## config.mk

```make
export PLATFORM = sky130hd
export DESIGN_NAME = countdown_timer_prog
export DESIGN_NICKNAME = d
export VERILOG_FILES = /design/src/rtl/countdown_timer_prog.sv
export SDC_FILE = /design/constraint.sdc
export NUM_CORES = 1
export LEC_CHECK = 0
export ABC_AREA = 1
export CORE_MARGIN = 2
export CORE_UTILIZATION = 50
export CTS_CLUSTER_SIZE = 14
export DETAILED_ROUTE_END_ITERATION = 10
export GPL_TIMING_DRIVEN = 1
export HOLD_SLACK_MARGIN = 0.15
export PLACE_DENSITY = 0.71
export RECOVER_POWER = 100
export SYNTH_ARGS = -nofsm -noshare
export SYNTH_HDL_FRONTEND = slang
export SYNTH_SLANG_ARGS = --single-unit
```

## constraint.sdc

```tcl
create_clock -name i_clk -period 1.7 [get_ports i_clk]
set_input_delay 0.255 -clock i_clk [delete_from_list [all_inputs] [get_ports i_clk]]
set_output_delay 0.255 -clock i_clk [all_outputs]
set_load 0.01 [all_outputs]
```

## src/rtl/countdown_timer_prog.sv

```systemverilog
// Programmable countdown timer: load/start/pause/clear control, prescaled tick, optional auto-reload.
// Define TIMER_WARN_EN to build the registered near-expiry warn output (tied to 0 otherwise).
module countdown_timer_prog #(
    parameter int unsigned WIDTH      = 6,
    parameter int unsigned PRESCALE   = 50000000,
    parameter int unsigned WARN_LEVEL = 5
) (
    input  logic             i_clk,
    input  logic             i_reset_n,
    input  logic             i_load,
    input  logic             i_start,
    input  logic             i_pause,
    input  logic             i_clear,
    input  logic             i_auto_reload,
    input  logic [WIDTH-1:0] i_sw_time,
    output logic [WIDTH-1:0] o_time_set,
    output logic [WIDTH-1:0] o_time_left,
    output logic             o_running,
    output logic             o_done,
    output logic             o_done_pulse,
    output logic             o_tick,
    output logic             o_warn
);

    localparam int unsigned   PW        = (PRESCALE > 1) ? $clog2(PRESCALE) : 1;
    localparam logic [PW-1:0] PRESC_MAX = PW'(PRESCALE - 1);

    localparam logic [2:0] ST_IDLE    = 3'd0;
    localparam logic [2:0] ST_LOADED  = 3'd1;
    localparam logic [2:0] ST_RUNNING = 3'd2;
    localparam logic [2:0] ST_PAUSED  = 3'd3;
    localparam logic [2:0] ST_EXPIRED = 3'd4;

    // Threshold must fit in the count width, and the prescaler needs at least one cycle.
    if (PRESCALE < 1 || (64'(WARN_LEVEL) >> WIDTH) != 64'd0) begin : g_bad_param
        $error("countdown_timer_prog: PRESCALE must be >= 1 and WARN_LEVEL must fit in WIDTH");
    end

    logic [2:0]       r_state;
    logic [PW-1:0]    r_presc;
    logic [WIDTH-1:0] r_time_set;
    logic [WIDTH-1:0] r_time_left;
    logic             r_done_pulse;

    logic [2:0]       w_state_d;
    logic [PW-1:0]    w_presc_d;
    logic [WIDTH-1:0] w_time_set_d;
    logic [WIDTH-1:0] w_time_left_d;
    logic             w_done_pulse_d;
    logic             w_tick;

    assign w_tick = (r_state == ST_RUNNING) && (r_presc == PRESC_MAX);

    always_comb begin
        w_state_d      = r_state;
        w_presc_d      = r_presc;
        w_time_set_d   = r_time_set;
        w_time_left_d  = r_time_left;
        w_done_pulse_d = 1'b0;
        if (i_clear) begin
            w_state_d     = ST_IDLE;
            w_time_left_d = '0;
            w_presc_d     = '0;
        end else if (i_load) begin
            w_state_d     = ST_LOADED;
            w_time_set_d  = i_sw_time;
            w_time_left_d = i_sw_time;
            w_presc_d     = '0;
        end else begin
            case (r_state)
                ST_IDLE: ;
                ST_LOADED: begin
                    if (i_start) begin
                        w_presc_d = '0;
                        if (r_time_left == '0) begin
                            w_state_d      = ST_EXPIRED;
                            w_done_pulse_d = 1'b1;
                        end else begin
                            w_state_d = ST_RUNNING;
                        end
                    end
                end
                ST_PAUSED: begin
                    if (i_start) begin
                        w_state_d = ST_RUNNING;
                    end
                end
                ST_EXPIRED: begin
                    if (i_start) begin
                        w_presc_d = '0;
                        // A zero reload value expires again instead of running a zero-length count.
                        if (r_time_set == '0) begin
                            w_time_left_d  = '0;
                            w_done_pulse_d = 1'b1;
                        end else begin
                            w_time_left_d = r_time_set;
                            w_state_d     = ST_RUNNING;
                        end
                    end
                end
                ST_RUNNING: begin
                    if (i_pause) begin
                        w_state_d = ST_PAUSED;
                    end else if (w_tick) begin
                        w_presc_d = '0;
                        if (r_time_left > WIDTH'(1)) begin
                            w_time_left_d = r_time_left - WIDTH'(1);
                        end else begin
                            w_done_pulse_d = 1'b1;
                            if (i_auto_reload && (r_time_set != '0)) begin
                                w_time_left_d = r_time_set;
                            end else begin
                                w_time_left_d = '0;
                                w_state_d     = ST_EXPIRED;
                            end
                        end
                    end else begin
                        w_presc_d = r_presc + PW'(1);
                    end
                end
                default: w_state_d = ST_IDLE;
            endcase
        end
    end

    always_ff @(posedge i_clk or negedge i_reset_n) begin
        if (!i_reset_n) begin
            r_state      <= ST_IDLE;
            r_presc      <= '0;
            r_time_set   <= '0;
            r_time_left  <= '0;
            r_done_pulse <= 1'b0;
        end else begin
            r_state      <= w_state_d;
            r_presc      <= w_presc_d;
            r_time_set   <= w_time_set_d;
            r_time_left  <= w_time_left_d;
            r_done_pulse <= w_done_pulse_d;
        end
    end

    assign o_time_set   = r_time_set;
    assign o_time_left  = r_time_left;
    assign o_running    = (r_state == ST_RUNNING);
    assign o_done       = (r_state == ST_EXPIRED);
    assign o_done_pulse = r_done_pulse;
    assign o_tick       = w_tick;

`ifdef TIMER_WARN_EN
    localparam logic [WIDTH-1:0] WARN_THR = WIDTH'(WARN_LEVEL);
    logic r_warn;

    always_ff @(posedge i_clk or negedge i_reset_n) begin
        if (!i_reset_n) begin
            r_warn <= 1'b0;
        end else begin
            r_warn <= ((w_state_d == ST_RUNNING) || (w_state_d == ST_PAUSED)) &&
                      (w_time_left_d != '0) && (w_time_left_d <= WARN_THR);
        end
    end

    assign o_warn = r_warn;
`else
    assign o_warn = 1'b0;
`endif

endmodule

```

# Word level (Yosys, flattened, before mapping)
# Index checks and enable logic that the tools add are counted.
dict set report classes {
  n_addsub 2
  magnitude_cmp 1
  n_eq_ne 16
  n_mux 37
  bitwise_logic 1
  n_reduce_logical 13
}
# op n
set ops {}
lappend ops {{two-way mux 26 bit} 5}
lappend ops {{one-hot mux 26 bit (2 select lines)} 1}
lappend ops {{two-way mux 6 bit} 8}
lappend ops {{two-way mux 3 bit} 11}
lappend ops {{adder 26 x 1 -> 26 bit (second input constant)} 1}
lappend ops {{equality test 26 bit (second input constant)} 1}
lappend ops {{!= test 4 bit (second input constant)} 5}
lappend ops {{one-hot mux 3 bit (5 select lines)} 1}
lappend ops {{zero test 6 bit} 2}
lappend ops {{one-hot mux 6 bit (2 select lines)} 1}
lappend ops {{!= test 5 bit (second input constant)} 2}
lappend ops {{two-way mux 1 bit} 9}
lappend ops {{AND reduction 8 bit} 1}
lappend ops {{nonzero test 4 bit} 2}
lappend ops {{equality test 3 x 2 -> 1 bit (second input constant)} 2}
lappend ops {{greater-than comparator 6 x 1 -> 1 bit (second input constant)} 1}
lappend ops {{nonzero test 6 bit} 1}
lappend ops {{subtractor 6 x 1 -> 6 bit (second input constant)} 1}
lappend ops {{!= test 5 x 4 -> 1 bit (second input constant)} 1}
lappend ops {{!= test 4 x 1 -> 1 bit (second input constant)} 1}
lappend ops {{!= test 4 x 3 -> 1 bit (second input constant)} 1}
lappend ops {{AND reduction 4 bit} 1}
lappend ops {{equality test 3 x 1 -> 1 bit (second input constant)} 1}
lappend ops {{equality test 3 bit (second input constant)} 1}
lappend ops {{other kinds (8)} 9}
dict set report word_totals {
  reg_bits 42
  in_bits 13
  out_inout_bits 17
  word_cells 75
}

# Depth between registers and ports, before layout
# Gate-level depths: netlist (run 1).
dict set report logic_depth {
  ltp_word 9
  mapped_depth 12
  ltp_nobuf 12
}

# Least setup slack after synthesis (run 1)
# OpenSTA, ideal clock, no wires.
dict set report synth_timing {
  path_type {reg-to-reg}
  from {register r_time_left[0], in the netlist o_time_left[0]}
  to {register r_time_left[1], in the netlist o_time_left[1]}
  setup_time_ns 0.077
  t_arrival_ns 1.535
  required_time_ns 1.623
  slack_ns 0.088
  stages_incl_launch_ff 9
  n_path_buf 0
  synth_period_minus_slack_ns 1.612
  path_cell_list {dfrtp_1 inv_1 ha_1 o21ai_0 nand2_1 or2_1 nand2_1 nand2_1 a21oi_1}
}
dict set report synth_between {
  elab_chain_len 7
  word_cells_on_any_way 8
  cone_classes {add/sub (1); order compare (1); mux (6)}
}
# element line_no
set synth_lines {}
lappend synth_lines {{start: declaration} 42} ;# logic [WIDTH-1:0] r_time_left;
lappend synth_lines {{start signal: assignment} 137} ;# r_time_left <= w_time_left_d;
lappend synth_lines {{subtractor 6 x 1 -> 6 bit or greater-than comparator 6 x 1 -> 1 bit (tied branches)} {107, 106}}
lappend synth_lines {{two-way mux 6 bit (*)} 106} ;# if (r_time_left > WIDTH'(1)) begin
lappend synth_lines {{two-way mux 6 bit (*)} 104} ;# end else if (w_tick) begin
lappend synth_lines {{two-way mux 6 bit (*)} 102} ;# if (i_pause) begin
lappend synth_lines {{one-hot mux 6 bit (2 select lines) (*)} 70} ;# case (r_state)
lappend synth_lines {{two-way mux 6 bit (*)} 64} ;# end else if (i_load) begin
lappend synth_lines {{two-way mux 6 bit (*)} 60} ;# if (i_clear) begin
# Every way passes the cells marked *; elsewhere a longest branch is shown, timed or not. The select of a mux whose other input is x is not followed.
# A chain may end at the register's enable or synchronous reset.

# Final worst setup path (run 1)
dict set report layout_timing {
  from {input port i_load}
  to {register r_presc[3]}
}
dict set report layout_between {
  elab_chain_len 2
  word_cells_on_any_way 6
  cone_classes {eq/ne (2); mux (2); reduce/logical (2)}
}
# element line_no
set layout_lines {}
lappend layout_lines {{start: declaration} 10} ;# input logic i_load,
lappend layout_lines {{!= test 4 bit (no line) (tied with other cells)} -}
lappend layout_lines {{AND reduction 3 bit (no line) or two-way mux 26 bit (tied branches)} -}
lappend layout_lines {{end signal: assignment} 135} ;# r_presc <= w_presc_d;
lappend layout_lines {{end: declaration} 40} ;# logic [PW-1:0] r_presc;
# Several ways; a longest one is shown, not always the timed one.

==> metrics.yaml, run 1 <==
run_status:
  status: "finished, violations left"
  violations: "setup timing"
synthesis:
  synth_compound_area_frac: 0.0874
  syn_nets: 469
  synthMuxAreaShare: 0
  yosys.area_share.simple: 0.437
  syn_inst: 453
  avgSynthCellArea_um2: 6.60
  yosysUniqueCellTypes: 35
  synthAdderAreaFrac: 0.0125
  synth_area_um2: 2990
  synth_top_family_by_area: "simple AND/OR/NAND/NOR gates"
  synth-seq-area-share: 0.351
  synth-seq-cells: 42
  ys_warn_count: 0
  synth-xor-area-share: 0.00878
setup_path:
  r2r_start: "r_presc[1]"
  r2r-end: "r_presc[18]"
  cp-start-kind: "primary input"
  critPathCaptureType: "register"
  crit_family: "simple AND/OR/NAND/NOR gates"
  cp_data_required_time_ps: 1930
  cp-endpoint: "r_presc[3]"
  cp_slowest_cell: "dlygate4sd3_1"
  cp_cell_sequence: "dlygate4sd3_1, nor2_4, nand4_1, nand2_4, nor2_4, buf_4, buf_6, and3_1, nor3_2"
  path_depth: 9
  startpoint: "i_load"
  criticalPathCategory: "primary input to register"
  crit_buf_inv: 3
  reg2reg_depth: 13
  cp_max_fo: 5
  r2r_slack_ps: -230
  slowest_delay_ps: 590
  crit_arrival_ps: 2160
  cpMostUsedCell: "nor2_4"
timing:
  fmax_mhz: 516
  finalSetupViolCount: 32
  setup_slack_ps: -239
  fin_skew_ps: 13.3
  period_share: 1.14
  rsz0062_at_grt: "yes"
  worst_slew_pin_slew_ps: 641
  hold_violations: 0
  drv_slew: 0
  post-route-min-period_ps: 1940
  slew_headroom: 0.573
  fin_setup_tns_ps: -5440
clock_network:
  clock_latency_ps: 310
  clk_path_buf_depth: 2
  htreeDepth: 2
  path_clk_slew_ps: 100
  numCtsBuffers: 5
  cts_tree: "yes"
  cts-root-buf: "clkbuf_8"
  clock-sinks: 42
global_routing:
  grt_pass1_wl_mm: 15.8
  grt_pass1_vias: 3457
  grt_overflow: 0
  grt.total_usage: 0.312
  grt_max_degree: 23
  antenna_found_initial: 0
cells_and_area:
  final_cells: 678
  antennaDiodeCount: 0
  n_fill_cell: 400
  post-route-util: 0.801
  finalInstanceArea_um2: 4690
  synthToLayoutAreaGrowth_pct: 56.7
  drive_gt1_frac: 0.381
  seqCellArea_um2: 1050
  multiInputGateArea_um2: 1980
  nNetsFinal: 618
detailed_routing:
  firstDrtPassIters: 5
  first_iter_violations: 321
  via_per_inst: 5.58
  wl_mm: 11.2
  antenna_left: 0
  num_vias: 3781
  wl_per_cell_um: 16.6
  drc_errors: 0
pwr:
  p_leak_uw: 0.00229
  p_per_area_nw_per_um2: 517
  vdd_drop_max_mv: 0.515
placement:
  post-dp-hpwl_mm: 6.85
  place_area_um2: 4010
  gp_congestion: 0.903
  dp_worst_setup_slack_ps: -315
  dp_cells: 643
  io_buffer_count: 28
floorplanning:
  dieHeight_um: 81.4
  io_pins: 30
  start_util: 0.511
  core_um2: 5850
  die_area_um2: 6620
  rows: 28
  die_x_um: 81.4
hold_path:
  min_path_type: "primary input to async pin"
flow_run:
  cap_violations: 0
what timing repair did:
item	4_1_cts	5_1_grt
cloned	2	0
hold endpoints to repair	20	0
resized for setup	35	83
setup buffers	12	15
hold buffers	1	0
setup endpoints to repair	24	37
pin swaps	19	31
placed cells by master, fill, tap and decap left out, types with 7 or more instances in the layout:
| cell | Yosys | routed |
|---|---|---|
| nand2_2 | 6 | 15 |
| nand2_1 | 135 | 123 |
| inv_1 | 65 | 55 |
| a21oi_2 | 0 | 7 |
| clkdlybuf4s50_1 | 0 | 16 |
| nor2_2 | 6 | 16 |
| nor3_2 | 3 | 8 |
| dfrtp_1 | 42 | 41 |
| nor2_1 | 58 | 38 |
| nand3_2 | 2 | 7 |
| buf_6 | 2 | 9 |
| nand4_1 | 10 | 10 |
| nor2_4 | 2 | 13 |
| buf_4 | 1 | 102 |
| inv_2 | 3 | 12 |
| dlygate4sd3_1 | 0 | 9 |
| a21oi_1 | 24 | 17 |
| o21ai_2 | 0 | 7 |
| nand3_1 | 35 | 29 |
where the power goes:
part	total, µW	internal [µW]	switching (µW)
sequential	1070	1040	34.6
clock	731	328	404
combinational	622	285	337
total	2420	1650	775
flip-flops by register name, summed over array words and instances, names as in the netlist:
register,flops
o_done_pulse,1
o_time_set,6
o_time_left,6
r_state,3
r_presc,26
synthesized netlist by cell type (all sizes together):
cell type	instances	share of area
a21boi	1	0.0038
a21oi	24	0.040
a31oi	1	0.0021
and3	2	0.0042
buf	5	0.017
conb	1	0.0013
dfrtp	42	0.35
ha	3	0.013
inv	68	0.085
nand2	146	0.20
nand3	37	0.065
nand3b	1	0.0025
nand4	12	0.029
nor2	67	0.10
nor3	14	0.028
nor3b	1	0.0025
nor4	1	0.0021
o21ai	19	0.032
o21bai	3	0.0075
o22ai	1	0.0021
or2	1	0.0021
xor2	3	0.0088
per-stage QoR:
| step | hold WS, ps | total power, µW |
|---|---|---|
| 2_1_floorplan | -40.6 | 1340 |
| 3_3_place_gp | 269 | 1600 |
| 4_1_cts | 483 | 2350 |
| 5_1_grt | 535 | 2510 |
| 6_report | 484 | 2420 |
| 3_5_place_dp | 279 | 1600 |
worst min-delay path by stage:
stage	endpoint	slack [ps]
3_3_place_gp	r_presc[6]	270
3_5_place_dp	r_presc[6]	280
2_1_floorplan	o_done_pulse	-40
6_report	r_presc[2]	480
4_1_cts	r_presc[6]	480
5_1_grt	r_presc[6]	540
metal layers:
metal  global-route usage  part of all wire  vias up
li1                     -                 -     1740
met1                0.395              0.39     1735
met2                0.527              0.48      233
met3               0.0578             0.078       73
met4                0.115             0.053        0
met5                    0                 0        -
kinds of logic after synthesis:
| group | after synthesis |
|---|---|
| buffers and inverters | 73 |
| other | 1 |
| and+or+nand+nor | 282 |
| xor gates and xnor gates | 3 |
| AOI/OAI and AO/OA | 49 |
| DFF | 42 |
| adders and majority gates | 3 |
cell type report:
class | instances | share of cell area
multi-input combinational | 340 | 0.423
clock inverter | 2 | 0.00267
timing repair buffer | 145 | 0.256
sequential | 42 | 0.225
tap | 75 | 0.0200
clock buffer | 6 | 0.0176
inverter | 68 | 0.0561
(Power assumes the default switching activity.)
==> run 2, diff against run 1 <==
--- a/config.mk
+++ b/config.mk
@@ -6,6 +6,7 @@
 export NUM_CORES = 1
 export LEC_CHECK = 0
 export ABC_AREA = 1
+export CORE_ASPECT_RATIO = 0.6
 export CORE_MARGIN = 2
 export CORE_UTILIZATION = 50
 export CTS_CLUSTER_SIZE = 14
@@ -13,7 +14,7 @@
 export GPL_TIMING_DRIVEN = 1
 export HOLD_SLACK_MARGIN = 0.15
 export PLACE_DENSITY = 0.71
-export RECOVER_POWER = 100
+export RECOVER_POWER = 25
 export SYNTH_ARGS = -nofsm -noshare
 export SYNTH_HDL_FRONTEND = slang
 export SYNTH_SLANG_ARGS = --single-unit
==> run 2 against run 1 <==
  * The flow still finishes with violations (setup timing)
  * Via count down 0.40%
  * Register-to-register slack improved by 98 ps
  * Routed wire length increased by 4.8%
  * Die area up 0.31%
  * Sequential share of layout area down 0.54 points
  * Clock skew fell by 7.5 ps
  * Maximum frequency rose by 5.8%
  * Global-route usage is 2.1 points higher
  * Sequential power about the same
  * Count of clock-buffer cells in the layout is the same
  * Cell area increased by 2.5%
==> metrics.yaml, run 2 (synthesis results as in run 1) <==
placement:
  io_buffer_count: 28  # unchanged
  gp_congestion: 0.997  # +10%
  dp_worst_setup_slack_ps: -354  # -38.4 ps
  place_area_um2: 4010  # about the same
  dp_cells: 645  # +0.31%
  post-dp-hpwl_mm: 7.72  # +13%
clock_network:
  htreeDepth: 2  # unchanged
  numCtsBuffers: 5  # unchanged
  cts-root-buf: "clkbuf_8"
  cts_tree: "yes"
  path_clk_slew_ps: 90  # about the same
  clock-sinks: 42  # unchanged
  clock_latency_ps: 310  # about the same
  clk_path_buf_depth: 2  # unchanged
cells_and_area:
  antennaDiodeCount: 0  # unchanged
  final_common_cell: "nand2_1"
  final_cells: 681  # +0.44%
  synthToLayoutAreaGrowth_pct: 60.6
  largest_reg_flops: 26  # unchanged
  nNetsFinal: 616  # -0.32%
  drive_gt1_frac: 0.383  # +0.00127
  final_cell_mix: "nand2_1, buf_4, inv_1, dfrtp_1, nor2_1"
  finalInstanceArea_um2: 4800  # +2.5%
  max_flop_register: "r_presc"
setup_path:
  r2r_start: "r_state[1]"
  cp-start-kind: "register"
  cp_data_required_time_ps: 1930  # about the same
  r2r-end: "r_presc[4]"
  cp_max_fo: 5  # unchanged
  critPathCaptureType: "register"
  criticalPathCategory: "register to register"
  reg2reg_depth: 12  # -1
  r2r_slack_ps: -130  # +100 ps
  crit_arrival_ps: 2060  # -100 ps
global_routing:
  grt.total_usage: 0.332  # +0.0207
  antenna_found_initial: 0  # unchanged
  grt_overflow: 0  # unchanged
  grt_max_degree: 27  # +17%
  grt_pass1_vias: 3463  # +0.17%
  grt_pass1_wl_mm: 17.2  # +9.0%
timing:
  post-route-min-period_ps: 1830  # -107 ps
  hold_violations: 0  # unchanged
  finalSetupViolCount: 29  # -9.4%
  rsz0062_at_grt: "yes"
  drv_slew: 0  # unchanged
  worst_slew_pin_slew_ps: 1110  # +468 ps
  period_share: 1.08  # -0.0628
  fin_skew_ps: 5.80  # -7.52 ps
  fmax_mhz: 546  # +5.8%
  setup_slack_ps: -132  # +107 ps
  slew_headroom: 0.260  # -0.312
  hold_slack_ps: 523  # +39.2 ps
floorplanning:
  die_area_um2: 6640  # +0.31%
  rows: 21  # -25%
  io_pins: 30  # unchanged
  core_um2: 5680  # -3.0%
  dieHeight_um: 63.9  # -21%
  die_x_um: 104  # +28%
  start_util: 0.527  # +0.0158
run_status:
  violations: "setup timing"
  status: "finished, violations left"
pwr:
  p_leak_uw: 0.00229  # about the same
  vdd_drop_max_mv: 0.383  # -26%
  p_per_area_nw_per_um2: 536  # +3.7%
hold_path:
  hold_depth: 3
  holdCritStartpoint: "i_sw_time[2]"
  hold_end: "o_time_set[2]"
  min_path_type: "primary input to register"
detailed_routing:
  drc_errors: 0  # unchanged
  wl_per_cell_um: 17.3  # +4.3%
  via_per_inst: 5.53  # -0.84%
  wl_mm: 11.8  # +4.8%
  antenna_left: 0  # unchanged
  num_vias: 3766  # -0.40%
  firstDrtPassIters: 7  # +2
  first_iter_violations: 358  # +12%
flow_run:
  cap_violations: 0  # unchanged
==> run 2: changes by cell type in the layout (fill, tap and decap cells not counted), sizes merged <==
cell and delta:
buf +2, bufinv +1, clkbuf -3, clkdlybuf4s50 +8
clkinv -1, clkinvlp +1, dlygate4sd3 -8, inv -1
nand2 -1
==> run 2: metrics by stage <==
| step | utilization | setup TNS, ps | total power (µW) |
|---|---|---|---|
| detailed placement | 0.707 | -8140 | 1610 |
| CTS | 0.784 | -423 | 2490 |
| finish | 0.846 | -2240 | 2580 |
| global route | 0.846 | -4580 | 2680 |
| global placement | 0.707 | -5800 | 1600 |
| floorplan | - | 0 | 1340 |
==> run 2: timing repair <==
action / CTS / global route
resized for setup: 54 / 80
setup buffers: 16 / 10
endpoints found under the hold margin: 16 / 0
setup endpoints to repair: 29 / 37
cloned: 2 / 0
hold buffers: 1 / 0
pin swaps: 20 / 30
==> run 2: routing by layer <==
| layer | track usage | vias up | part of all wire |
|---|---|---|---|
| met3 | 0.0898 | 24 | 0.12 |
| li1 | - | 1735 | - |
| met5 | 0 | - | 0 |
| met4 | 0.0929 | 0 | 0.017 |
| met2 | 0.490 | 225 | 0.44 |
| met1 | 0.479 | 1782 | 0.42 |
==> run 2: layout make-up <==
cell class / instances / area, µm²
Clock buffer: 6 / 72.6
Clock inverter: 2 / 37.5
Fill cell: 330 / 872
Inverter: 68 / 262
Multi-Input combinational cell: 339 / 2010
Sequential cell: 42 / 1050
Tap cell: 80 / 100
Timing Repair Buffer: 144 / 1270
==> run 2: critical path: stages (launching register included) <==
cell and delay (ps):
dfrtp_1 430, buf_6 140, inv_4 30, nor2_4 80
nand4_1 150, buf_6 180, nand2_8 90, nor2_4 70
buf_12 140, nand2_8 90, buf_6 140, o21ai_2 60
a21oi_1 140
==> run 2: worst max-delay path by stage <==
stage / startpoint / to / slack, ps / depth (start not counted)
3_3_place_gp: r_presc[0] / r_presc[20] / -310 / 9
4_1_cts: r_presc[1] / o_tick / -110 / 8
3_5_place_dp: r_presc[1] / r_presc[20] / -350 / 9
5_1_grt: r_state[1] / r_presc[20] / -200 / 11
6_report: r_state[1] / r_presc[4] / -130 / 12
2_1_floorplan: o_time_left[0] / o_time_left[1] / 90 / 8
==> run 2: power by group <==
group	switching [µW]	leakage, µW	total [µW]	internal [µW]
Combinational	357	0.00168	675	318
Clock	393	0.0000514	832	439
Sequential	32.0	0.000565	1070	1040
